$ cat config.mk
export PLATFORM = sky130hd
export DESIGN_NAME = mc_controller_seq
export DESIGN_NICKNAME = d
export VERILOG_FILES = /design/src/rtl/mc_controller_seq.sv
export SDC_FILE = /design/constraint.sdc
export NUM_CORES = 1
export LEC_CHECK = 0
export BUFFER_PORTS_ARGS = -buffer_cell sky130_fd_sc_hd__buf_4
export CORE_MARGIN = 4
export CORE_UTILIZATION = 38
export DETAILED_ROUTE_END_ITERATION = 10
export PLACE_DENSITY = 0.69
export SLEW_MARGIN = 0
export SYNTH_ARGS = -nofsm -noshare
export SYNTH_HDL_FRONTEND = slang
export SYNTH_SLANG_ARGS = --single-unit
$ cat constraint.sdc
create_clock -name clk -period 2.45 [get_ports clk]
set_input_delay 0.3675 -clock clk [delete_from_list [all_inputs] [get_ports clk]]
set_output_delay 0.3675 -clock clk [all_outputs]
set_load 0.01 [all_outputs]
$ cat src/rtl/mc_controller_seq.sv
// Multicycle control unit for NITC-RISC24: main FSM, ALU decode and PC enable.
// Handles memory wait states, LM/SM register-mask sequencing and illegal-opcode trap.
module mc_controller_seq #(
    parameter int OP_W  = 4,
    parameter int ALU_W = 3,
    parameter int NREG  = 8,
    parameter int IDX_W = 3
) (
    input  logic             clk,
    input  logic             reset,
    input  logic [OP_W-1:0]  op,
    input  logic             compare,
    input  logic             mem_ready,
    input  logic [NREG-1:0]  mask,
    output logic             pcen,
    output logic             memread,
    output logic             memwrite,
    output logic             irwrite,
    output logic             regwrite,
    output logic             alusrca,
    output logic             iord,
    output logic             memtoreg,
    output logic             regdst,
    output logic [1:0]       alusrcb,
    output logic [1:0]       pcsrc,
    output logic [ALU_W-1:0] alucontrol,
    output logic             addr_step,
    output logic [IDX_W-1:0] lmsm_idx,
    output logic             illegal,
    output logic [4:0]       state
);

    localparam logic [OP_W-1:0] OP_ADD  = OP_W'(4'b0000);
    localparam logic [OP_W-1:0] OP_ADDI = OP_W'(4'b0001);
    localparam logic [OP_W-1:0] OP_NAND = OP_W'(4'b0010);
    localparam logic [OP_W-1:0] OP_LW   = OP_W'(4'b0100);
    localparam logic [OP_W-1:0] OP_SW   = OP_W'(4'b0101);
    localparam logic [OP_W-1:0] OP_LM   = OP_W'(4'b0110);
    localparam logic [OP_W-1:0] OP_SM   = OP_W'(4'b0111);
    localparam logic [OP_W-1:0] OP_BEQ  = OP_W'(4'b1000);
    localparam logic [OP_W-1:0] OP_JAL  = OP_W'(4'b1001);
    localparam logic [OP_W-1:0] OP_JLR  = OP_W'(4'b1010);

    localparam logic [ALU_W-1:0] ALU_ADD  = ALU_W'(3'b000);
    localparam logic [ALU_W-1:0] ALU_SUB  = ALU_W'(3'b001);
    localparam logic [ALU_W-1:0] ALU_NAND = ALU_W'(3'b010);

    typedef enum logic [4:0] {
        S_FETCH    = 5'd0,
        S_DECODE   = 5'd1,
        S_RTEXE    = 5'd2,
        S_RTWB     = 5'd3,
        S_ITEXE    = 5'd4,
        S_ITWB     = 5'd5,
        S_MEMADR   = 5'd6,
        S_MEMRD    = 5'd7,
        S_MEMWB    = 5'd8,
        S_MEMWR    = 5'd9,
        S_BEQ      = 5'd10,
        S_JAL      = 5'd11,
        S_JLR      = 5'd12,
        S_LMSM_ADR = 5'd13,
        S_LMSM_RD  = 5'd14,
        S_LMSM_WB  = 5'd15,
        S_LMSM_WR  = 5'd16,
        S_ILL      = 5'd17
    } state_t;

    state_t          state_r;
    state_t          state_s;
    logic [NREG-1:0] mask_r;
    logic [NREG-1:0] mask_s;
    logic [NREG-1:0] mask_clr_s;
    logic            pcwrite_s;
    logic            branch_s;

    // Index of the lowest set bit; LM/SM transfers go in ascending register order.
    function automatic logic [IDX_W-1:0] lowest_idx(input logic [NREG-1:0] m);
        logic [IDX_W-1:0] idx;
        idx = {IDX_W{1'b0}};
        for (int i = NREG - 1; i >= 0; i--) begin
            if (m[i]) begin
                idx = IDX_W'(i);
            end else begin
                idx = idx;
            end
        end
        return idx;
    endfunction

    assign mask_clr_s = mask_r & (mask_r - {{(NREG-1){1'b0}}, 1'b1});

    // State and LM/SM mask registers; reset aborts any transfer in flight.
    always_ff @(posedge clk or negedge reset) begin
        if (!reset) begin
            state_r <= S_FETCH;
            mask_r  <= {NREG{1'b0}};
        end else begin
            state_r <= state_s;
            mask_r  <= mask_s;
        end
    end

    // Next-state and mask sequencing.
    always_comb begin
        state_s = state_r;
        mask_s  = mask_r;
        case (state_r)
            S_FETCH: begin
                if (mem_ready) begin
                    state_s = S_DECODE;
                end else begin
                    state_s = S_FETCH;
                end
            end
            S_DECODE: begin
                mask_s = mask;
                case (op)
                    OP_ADD, OP_NAND: state_s = S_RTEXE;
                    OP_ADDI:         state_s = S_ITEXE;
                    OP_LW, OP_SW:    state_s = S_MEMADR;
                    OP_LM, OP_SM:    state_s = S_LMSM_ADR;
                    OP_BEQ:          state_s = S_BEQ;
                    OP_JAL:          state_s = S_JAL;
                    OP_JLR:          state_s = S_JLR;
                    default:         state_s = S_ILL;
                endcase
            end
            S_RTEXE:  state_s = S_RTWB;
            S_ITEXE:  state_s = S_ITWB;
            S_MEMADR: begin
                if (op == OP_SW) begin
                    state_s = S_MEMWR;
                end else begin
                    state_s = S_MEMRD;
                end
            end
            S_MEMRD: begin
                if (mem_ready) begin
                    state_s = S_MEMWB;
                end else begin
                    state_s = S_MEMRD;
                end
            end
            S_MEMWR: begin
                if (mem_ready) begin
                    state_s = S_FETCH;
                end else begin
                    state_s = S_MEMWR;
                end
            end
            S_LMSM_ADR: begin
                if (mask_r == {NREG{1'b0}}) begin
                    state_s = S_FETCH;
                end else if (op == OP_SM) begin
                    state_s = S_LMSM_WR;
                end else begin
                    state_s = S_LMSM_RD;
                end
            end
            S_LMSM_RD: begin
                if (mem_ready) begin
                    state_s = S_LMSM_WB;
                end else begin
                    state_s = S_LMSM_RD;
                end
            end
            S_LMSM_WB: begin
                mask_s = mask_clr_s;
                if (mask_clr_s == {NREG{1'b0}}) begin
                    state_s = S_FETCH;
                end else begin
                    state_s = S_LMSM_RD;
                end
            end
            S_LMSM_WR: begin
                if (!mem_ready) begin
                    state_s = S_LMSM_WR;
                end else if (mask_clr_s == {NREG{1'b0}}) begin
                    mask_s  = mask_clr_s;
                    state_s = S_FETCH;
                end else begin
                    mask_s  = mask_clr_s;
                    state_s = S_LMSM_WR;
                end
            end
            S_RTWB, S_ITWB, S_MEMWB, S_BEQ, S_JAL, S_JLR, S_ILL: state_s = S_FETCH;
            default: state_s = S_FETCH;
        endcase
    end

    // Datapath control decode; only FETCH and LMSM_WR strobes wait on mem_ready.
    always_comb begin
        memread    = 1'b0;
        memwrite   = 1'b0;
        irwrite    = 1'b0;
        regwrite   = 1'b0;
        alusrca    = 1'b0;
        iord       = 1'b0;
        memtoreg   = 1'b0;
        regdst     = 1'b0;
        alusrcb    = 2'b00;
        pcsrc      = 2'b00;
        alucontrol = ALU_ADD;
        addr_step  = 1'b0;
        illegal    = 1'b0;
        pcwrite_s  = 1'b0;
        branch_s   = 1'b0;
        case (state_r)
            S_FETCH: begin
                memread   = 1'b1;
                alusrcb   = 2'b01;
                irwrite   = mem_ready;
                pcwrite_s = mem_ready;
            end
            S_DECODE: alusrcb = 2'b11;
            S_RTEXE: begin
                alusrca = 1'b1;
                if (op == OP_NAND) begin
                    alucontrol = ALU_NAND;
                end else begin
                    alucontrol = ALU_ADD;
                end
            end
            S_RTWB: begin
                regwrite = 1'b1;
                regdst   = 1'b1;
            end
            S_ITEXE, S_MEMADR: begin
                alusrca = 1'b1;
                alusrcb = 2'b10;
            end
            S_ITWB: regwrite = 1'b1;
            S_MEMRD, S_LMSM_RD: begin
                memread = 1'b1;
                iord    = 1'b1;
            end
            S_MEMWB: begin
                regwrite = 1'b1;
                memtoreg = 1'b1;
            end
            S_MEMWR: begin
                memwrite = 1'b1;
                iord     = 1'b1;
            end
            S_BEQ: begin
                alusrca    = 1'b1;
                alucontrol = ALU_SUB;
                branch_s   = 1'b1;
                pcsrc      = 2'b01;
            end
            S_JAL: begin
                regwrite  = 1'b1;
                pcwrite_s = 1'b1;
                pcsrc     = 2'b10;
            end
            S_JLR: begin
                regwrite  = 1'b1;
                pcwrite_s = 1'b1;
                pcsrc     = 2'b11;
            end
            S_LMSM_ADR: alusrca = 1'b1;
            S_LMSM_WB: begin
                regwrite  = 1'b1;
                memtoreg  = 1'b1;
                addr_step = 1'b1;
            end
            S_LMSM_WR: begin
                memwrite  = 1'b1;
                iord      = 1'b1;
                addr_step = mem_ready;
            end
            S_ILL: illegal = 1'b1;
            default: illegal = 1'b0;
        endcase
    end

    assign pcen     = pcwrite_s | (branch_s & compare);
    assign lmsm_idx = lowest_idx(mask_r);
    assign state    = state_r;

endmodule

# Yosys cells after proc, flatten, opt, wreduce, memory -nomap -nowiden
# Memory sizes are Yosys's and may differ from the RTL's.
# Cells that the tools add are included.
totals:
  reg_bits: 13
  romBits: 80
  in_bits: 16
  elab_cells: 78
  n_memories: 1
classes:
  addsub: 1
  eq_ne: 21
  mux: 37
  bitwise: 3
  n_reduce_logical: 13
mem_list:
  columns: ["memory", "depth", "width", "read_ports", "rd_clocked_by_memory_dff", "wr", "line_no", "rtl"]
  rows:
  - ["(no name shown)", 16, 5, 1, 0, 0, "118", "case (op)"]
ops:
  columns: ["cell", "n"]
  rows:
  - ["5-bit case mux with 11 select lines", 1]
  - ["5-bit by 4-bit == test with 1-bit output (second input constant)", 8]
  - ["3-bit 2-to-1 mux", 8]
  - ["8-bit case mux with 3 select lines", 1]
  - ["5-bit by 3-bit == test with 1-bit output (second input constant)", 4]
  - ["5-bit 2-to-1 mux", 4]
  - ["8-bit zero test", 2]
  - ["4-bit 2-to-1 mux", 4]
  - ["1-bit 2-to-1 mux", 12]
  - ["2-bit case mux with 3 select lines", 2]
  - ["5-bit by 2-bit == test with 1-bit output (second input constant)", 2]
  - ["5-bit == test (second input constant)", 2]
  - ["8-bit AND", 1]
  - ["4-bit by 3-bit == test with 1-bit output (second input constant)", 2]
  - ["8-bit 2-to-1 mux", 1]
  - ["2-bit OR reduction", 4]
  - ["8-bit by 1-bit subtractor with 8-bit output (second input constant)", 1]
  - ["6-bit OR reduction", 1]
  - ["5-bit by 1-bit == test with 1-bit output (second input constant)", 1]
  - ["5-bit zero test", 1]
  - ["5-bit OR reduction", 1]
  - ["4-bit by 2-bit == test with 1-bit output (second input constant)", 1]
  - ["1-bit case mux with 2 select lines", 2]
  - ["2-bit case mux with 2 select lines", 1]
  - ["8 further kinds", 8]

# Depth between registers and ports, before layout
logic_depth:
  depth_word: 8
  mapped_depth: 7

# Worst setup path after synthesis
# No wires, ideal clock.
synth_path:
  path_kind: "reg2out"
  startpoint: "register state_r[0] (netlist: state[0])"
  endpoint: "output memwrite"
  t_arrival_ns: 1.710
  path_slack_ns: 0.372
  stages_incl_launch_ff: 8
  n_path_buf: 3
  path_cell_list: "dfrtp_1 > clkbuf_1 > clkbuf_1 > buf_1 > nand2_1 > nor2_1 > a21oi_1 > nor3_1"
synth_between:
  elab_chain_len: 3
  elab_cells_between_ends: 4
  classes_between: "eq/ne: 2; mux: 1; reduce/logical: 1"
synth_rtl:
  columns: ["element", "line_no", "rtl"]
  rows:
  - ["start, declared", "69", "state_t state_r;"]
  - ["start signal, assigned", "99", "state_r <= state_s;"]
  - ["5-bit == test / 5-bit by 4-bit == test with 1-bit output (equally long branches)", "209", "case (state_r)"]
  - ["2-bit OR reduction (no source line) (*)", null, null]
  - ["1-bit 2-to-1 mux (*)", "209", null]
  - ["end, declared", "17", "output logic memwrite,"]
# Mark *: on every way between the ends. The rest lies on a longest branch, timed or not.

# Worst setup path in the final report
layout_path:
  startpoint: "register mask_r[1]"
  endpoint: "output lmsm_idx[2]"
layout_between:
  elab_chain_len: 2
layout_rtl:
  columns: ["element", "line_no", "rtl"]
  rows:
  - ["start, declared", "71", "logic [NREG-1:0] mask_r;"]
  - ["start signal, assigned", "97", "mask_r <= {NREG{1'b0}};"]
  - ["start signal, assigned", "100", "mask_r <= mask_s;"]
  - ["3-bit 2-to-1 mux (2 in series)", "82", "if (m[i]) begin"]
  - ["end, declared", "28", "output logic [IDX_W-1:0] lmsm_idx,"]
# Every way passes these cells.

==> summary by stage <==
Power and ir drop
The net switching fraction of the power is 49.1%. For this design the ratio of total power to cell area is 1260 nW/um2. After layout, the design draws a total of 2.12 mW.

The internal portion of total power is 1.08 mW. Combinational logic is responsible for 67.4% of the overall power. The net load switching power is 1.04 mW.

The relative contribution of sequential cells to total power is 26.4%. The clock network burns 6.2% of the power. The static power due to leakage is 0.764 nW. IR analysis of the VDD net gives a maximum drop of 0.425 mV.

Clock tree
The tree built by TritonCTS fans out to 13 sinks. The clock latency reported for the late side of the worst-skew pair is 280 ps. The total CTS buffers is 3.

In this run the deepest clock path goes through 2 buffers. The library cell used as clock root buffer is sky130_fd_sc_hd__clkbuf_4. The clock-pin slew on the worst setup and hold paths is 80 ps.

TritonCTS built the clock tree. CTS built an H-tree with a depth of 1.

Critical path
For the worst setup path, the data arrival time is 1840 ps. The most critical setup path has its endpoint at lmsm_idx[2]. The type of element launching the critical path is a register. STA puts the critical path data required time at 2080 ps.

In this run the critical register-to-register path is launched from mask_r[1]. The setup path with the least slack is of type register to output port. The number of cell instances on the worst register-to-register path is 5.

Along the worst path, the maximum fanout reaches 8. Setup slack on the worst reg-to-reg path comes out at 380 ps. The worst setup path is captured at an output port. Tracing the worst setup path back leads to its startpoint at mask_r[1]. The worst register-to-register path ends at state[4].

Floorplan
From left edge to right edge, the die measures 67.1 um. The number of ports placed on the die boundary is 42. The floorplan row count is 21. The die covers 4500 um2. The height of the die is 67.1 um.

The initial utilization of the core area, before any placement, comes to 39.4%. The core area is 3360 um2.

Detailed routing
Summed over all layers, the routed wires come to 3550 um. Across all layers, the routed design uses 1,441 vias. The initial detailed-routing violation count is 60.

In this run the remaining antenna-violating nets after routing total 0. The wire length per cell is 13.5 um. The remaining design rule violation count is 0. The first detailed-routing pass ran for 4 iterations. The average via count per standard cell is 5.48.

Yosys
The number of unique standard cell types used by synthesis is 50. The mapped cell area is 1330 um2. The synthesized design spends more area on one cell type than any other, namely sky130_fd_sc_hd__dfrtp_1. Yosys mapped a number of flops with a built-in enable equal to 0. In this run the biggest area consumer among cell types represents 24.5% of the synthesized area.

Sequential elements use 24.5% of the synthesized area. For this run, asynchronously set or reset flops after synthesis account for 100%. The most used flip-flop cell after synthesis is sky130_fd_sc_hd__dfrtp_1.

The number of nets in the synthesized netlist is 200. Averaged over all synthesized cells, the footprint is 7.21 um2. Synthesis inferred 13 register bits. During synthesis, Yosys emitted a total of 0 warnings. The cell count after synthesis is 184. By area the synthesized netlist is led by sky130_fd_sc_hd__dfrtp_1, sky130_fd_sc_hd__nor2_1, sky130_fd_sc_hd__nand2_1.

Global route
The via count of the first global-routing pass is 1,276. Entering global routing, the biggest net connects 22 pins. The global-route wire length before repair is 5850 um. The number of antenna violations at the first check in global routing came to 0. The global routing usage summed across all routing layers is 16.6%. Summed over all layers, the global routing overflow is 0.

Cells and area
Leaving out fill and tap cells, the most frequent cells in the layout are sky130_fd_sc_hd__buf_4, sky130_fd_sc_hd__nor2_1, sky130_fd_sc_hd__nand2_1. 0 antenna diodes ended up in the layout. The number of cells in the finished layout apart from fillers is 263.

The area overhead of the layout relative to synthesis is 26.9%. The share of layout cells above drive strength 1 is 27.2%. For this run, the share of the core covered by cells in the final layout is 50.0%. The count of nets after finishing is 234. The filler cell count is 372. The most common cell after layout, fill and taps aside is sky130_fd_sc_hd__buf_4. The finished cells cover 1680 um2.

Timing
The fmax is 0.452 GHz. Between clock sinks in the finished design, the worst skew comes to 0.828 ps. The final number of hold-violating endpoints is 0.

The transition at the pin with the smallest max-transition slack is 594 ps. The count of final setup violators is 0. Setup repair after global routing left no endpoint under its margin. The ratio of final minimum period to clock period is 90.2%. Once routing completed, OpenROAD measured the worst setup slack at 240 ps. Measured against its own limit, the worst slew margin works out to 60.4%.

The time the final worst path needs with I/O delays and setup is 2210 ps. The final number of max-transition violations is 0. Summed over all failing endpoints, the final setup total negative slack is 0 ps. The hold slack is 307 ps.

Placed design
The placer congestion estimate is 0.859. Including well taps, the total number of placed cells is 258. The quantity of I/O buffers inserted on ports is 40. The wire-length estimate of the detail-placed layout is 2730 um. Prior to clock tree synthesis, the placed netlist has a worst setup slack of 408 ps. After detailed placement, the total cell area comes to 1640 um2.

Run
The max capacitance violation total is 0.

Outcome
The run finished with clean final reports.

Min path
The path class of the lowest-slack min-delay path is primary input to register.
## power by group through the flow
stage	Combinational (mW)	Sequential (mW)	Clock, mW
after detailed placement	1.43	0.559	0
after floorplan	1.08	0.414	0
final	1.43	0.559	0.132
after global placement	1.42	0.557	0
after global routing	1.60	0.589	0.151
after CTS	1.44	0.556	0.137
## worst max-delay path: stages (launching register included)
cell and delay (ps):
sky130_fd_sc_hd__dfrtp_1 440, sky130_fd_sc_hd__or4_1 730, sky130_fd_sc_hd__and2b_2 280, sky130_fd_sc_hd__buf_4 110
## timing repair
item	4_1_cts	5_1_grt
hold buffers	1	0
buffers inserted	0	0
gates resized for setup	0	1
endpoints found under the setup margin	0	2
endpoints found under the hold margin	13	0
## cell usage after synthesis, drive strengths merged (2+ instances only)
master / instances
a2111oi: 2
a21o: 3
a21oi: 12
a22o: 7
and3: 2
buf: 7
clkbuf: 10
dfrtp: 13
inv: 5
maj3: 2
nand2: 17
nand2b: 4
nand3: 7
nor2: 28
nor2b: 7
nor3: 12
nor3b: 2
nor4: 3
o21ai: 13
o21bai: 2
o22a: 2
or3: 3
or4: 2
xnor2: 2
## sequential cells by signal, indices dropped and copies added (netlist names)
name    flops
mask_r      8
state       5
## worst min path at each step
stage | startpoint | endpoint | slack, ps | cells after the start
2_1_floorplan | reset | mask_r[0] | 70 | 0
3_3_place_gp | reset | mask_r[3] | 220 | 1
3_5_place_dp | reset | mask_r[3] | 220 | 1
4_1_cts | mask[4] | mask_r[4] | 300 | 2
5_1_grt | mask[4] | mask_r[4] | 290 | 2
6_report | mask[4] | mask_r[4] | 310 | 2
## final cells by class
type | count | area, um2 | share of cell area [%]
Clock inverter | 1 | 5.00 | 0.297
Clock buffer | 3 | 22.5 | 1.34
Multi-Input combinational cell | 149 | 905 | 53.8
Inverter | 5 | 18.8 | 1.12
Timing Repair Buffer | 46 | 348 | 20.7
Tap cell | 46 | 57.6 | 3.42
Sequential cell | 13 | 327 | 19.4
## routing by layer
| metal | routed length, um | vias up | GRT usage, % |
|---|---|---|---|
| met5 | 0 | - | 0 |
| met4 | 49 | 0 | 3.80 |
| met3 | 193 | 4 | 3.20 |
| met2 | 1650 | 39 | 25.6 |
| met1 | 1660 | 664 | 23.6 |
| li1 | - | 734 | - |
## logic make-up after synthesis
logic type,share of synthesized area [%]
xor+xnor,1.32
simple gates,35.3
other cells,0.283
fa+ha+maj,1.51
buf+inv,7.26
compound gates,29.8
flops,24.5
(Power assumes the default switching activity.)
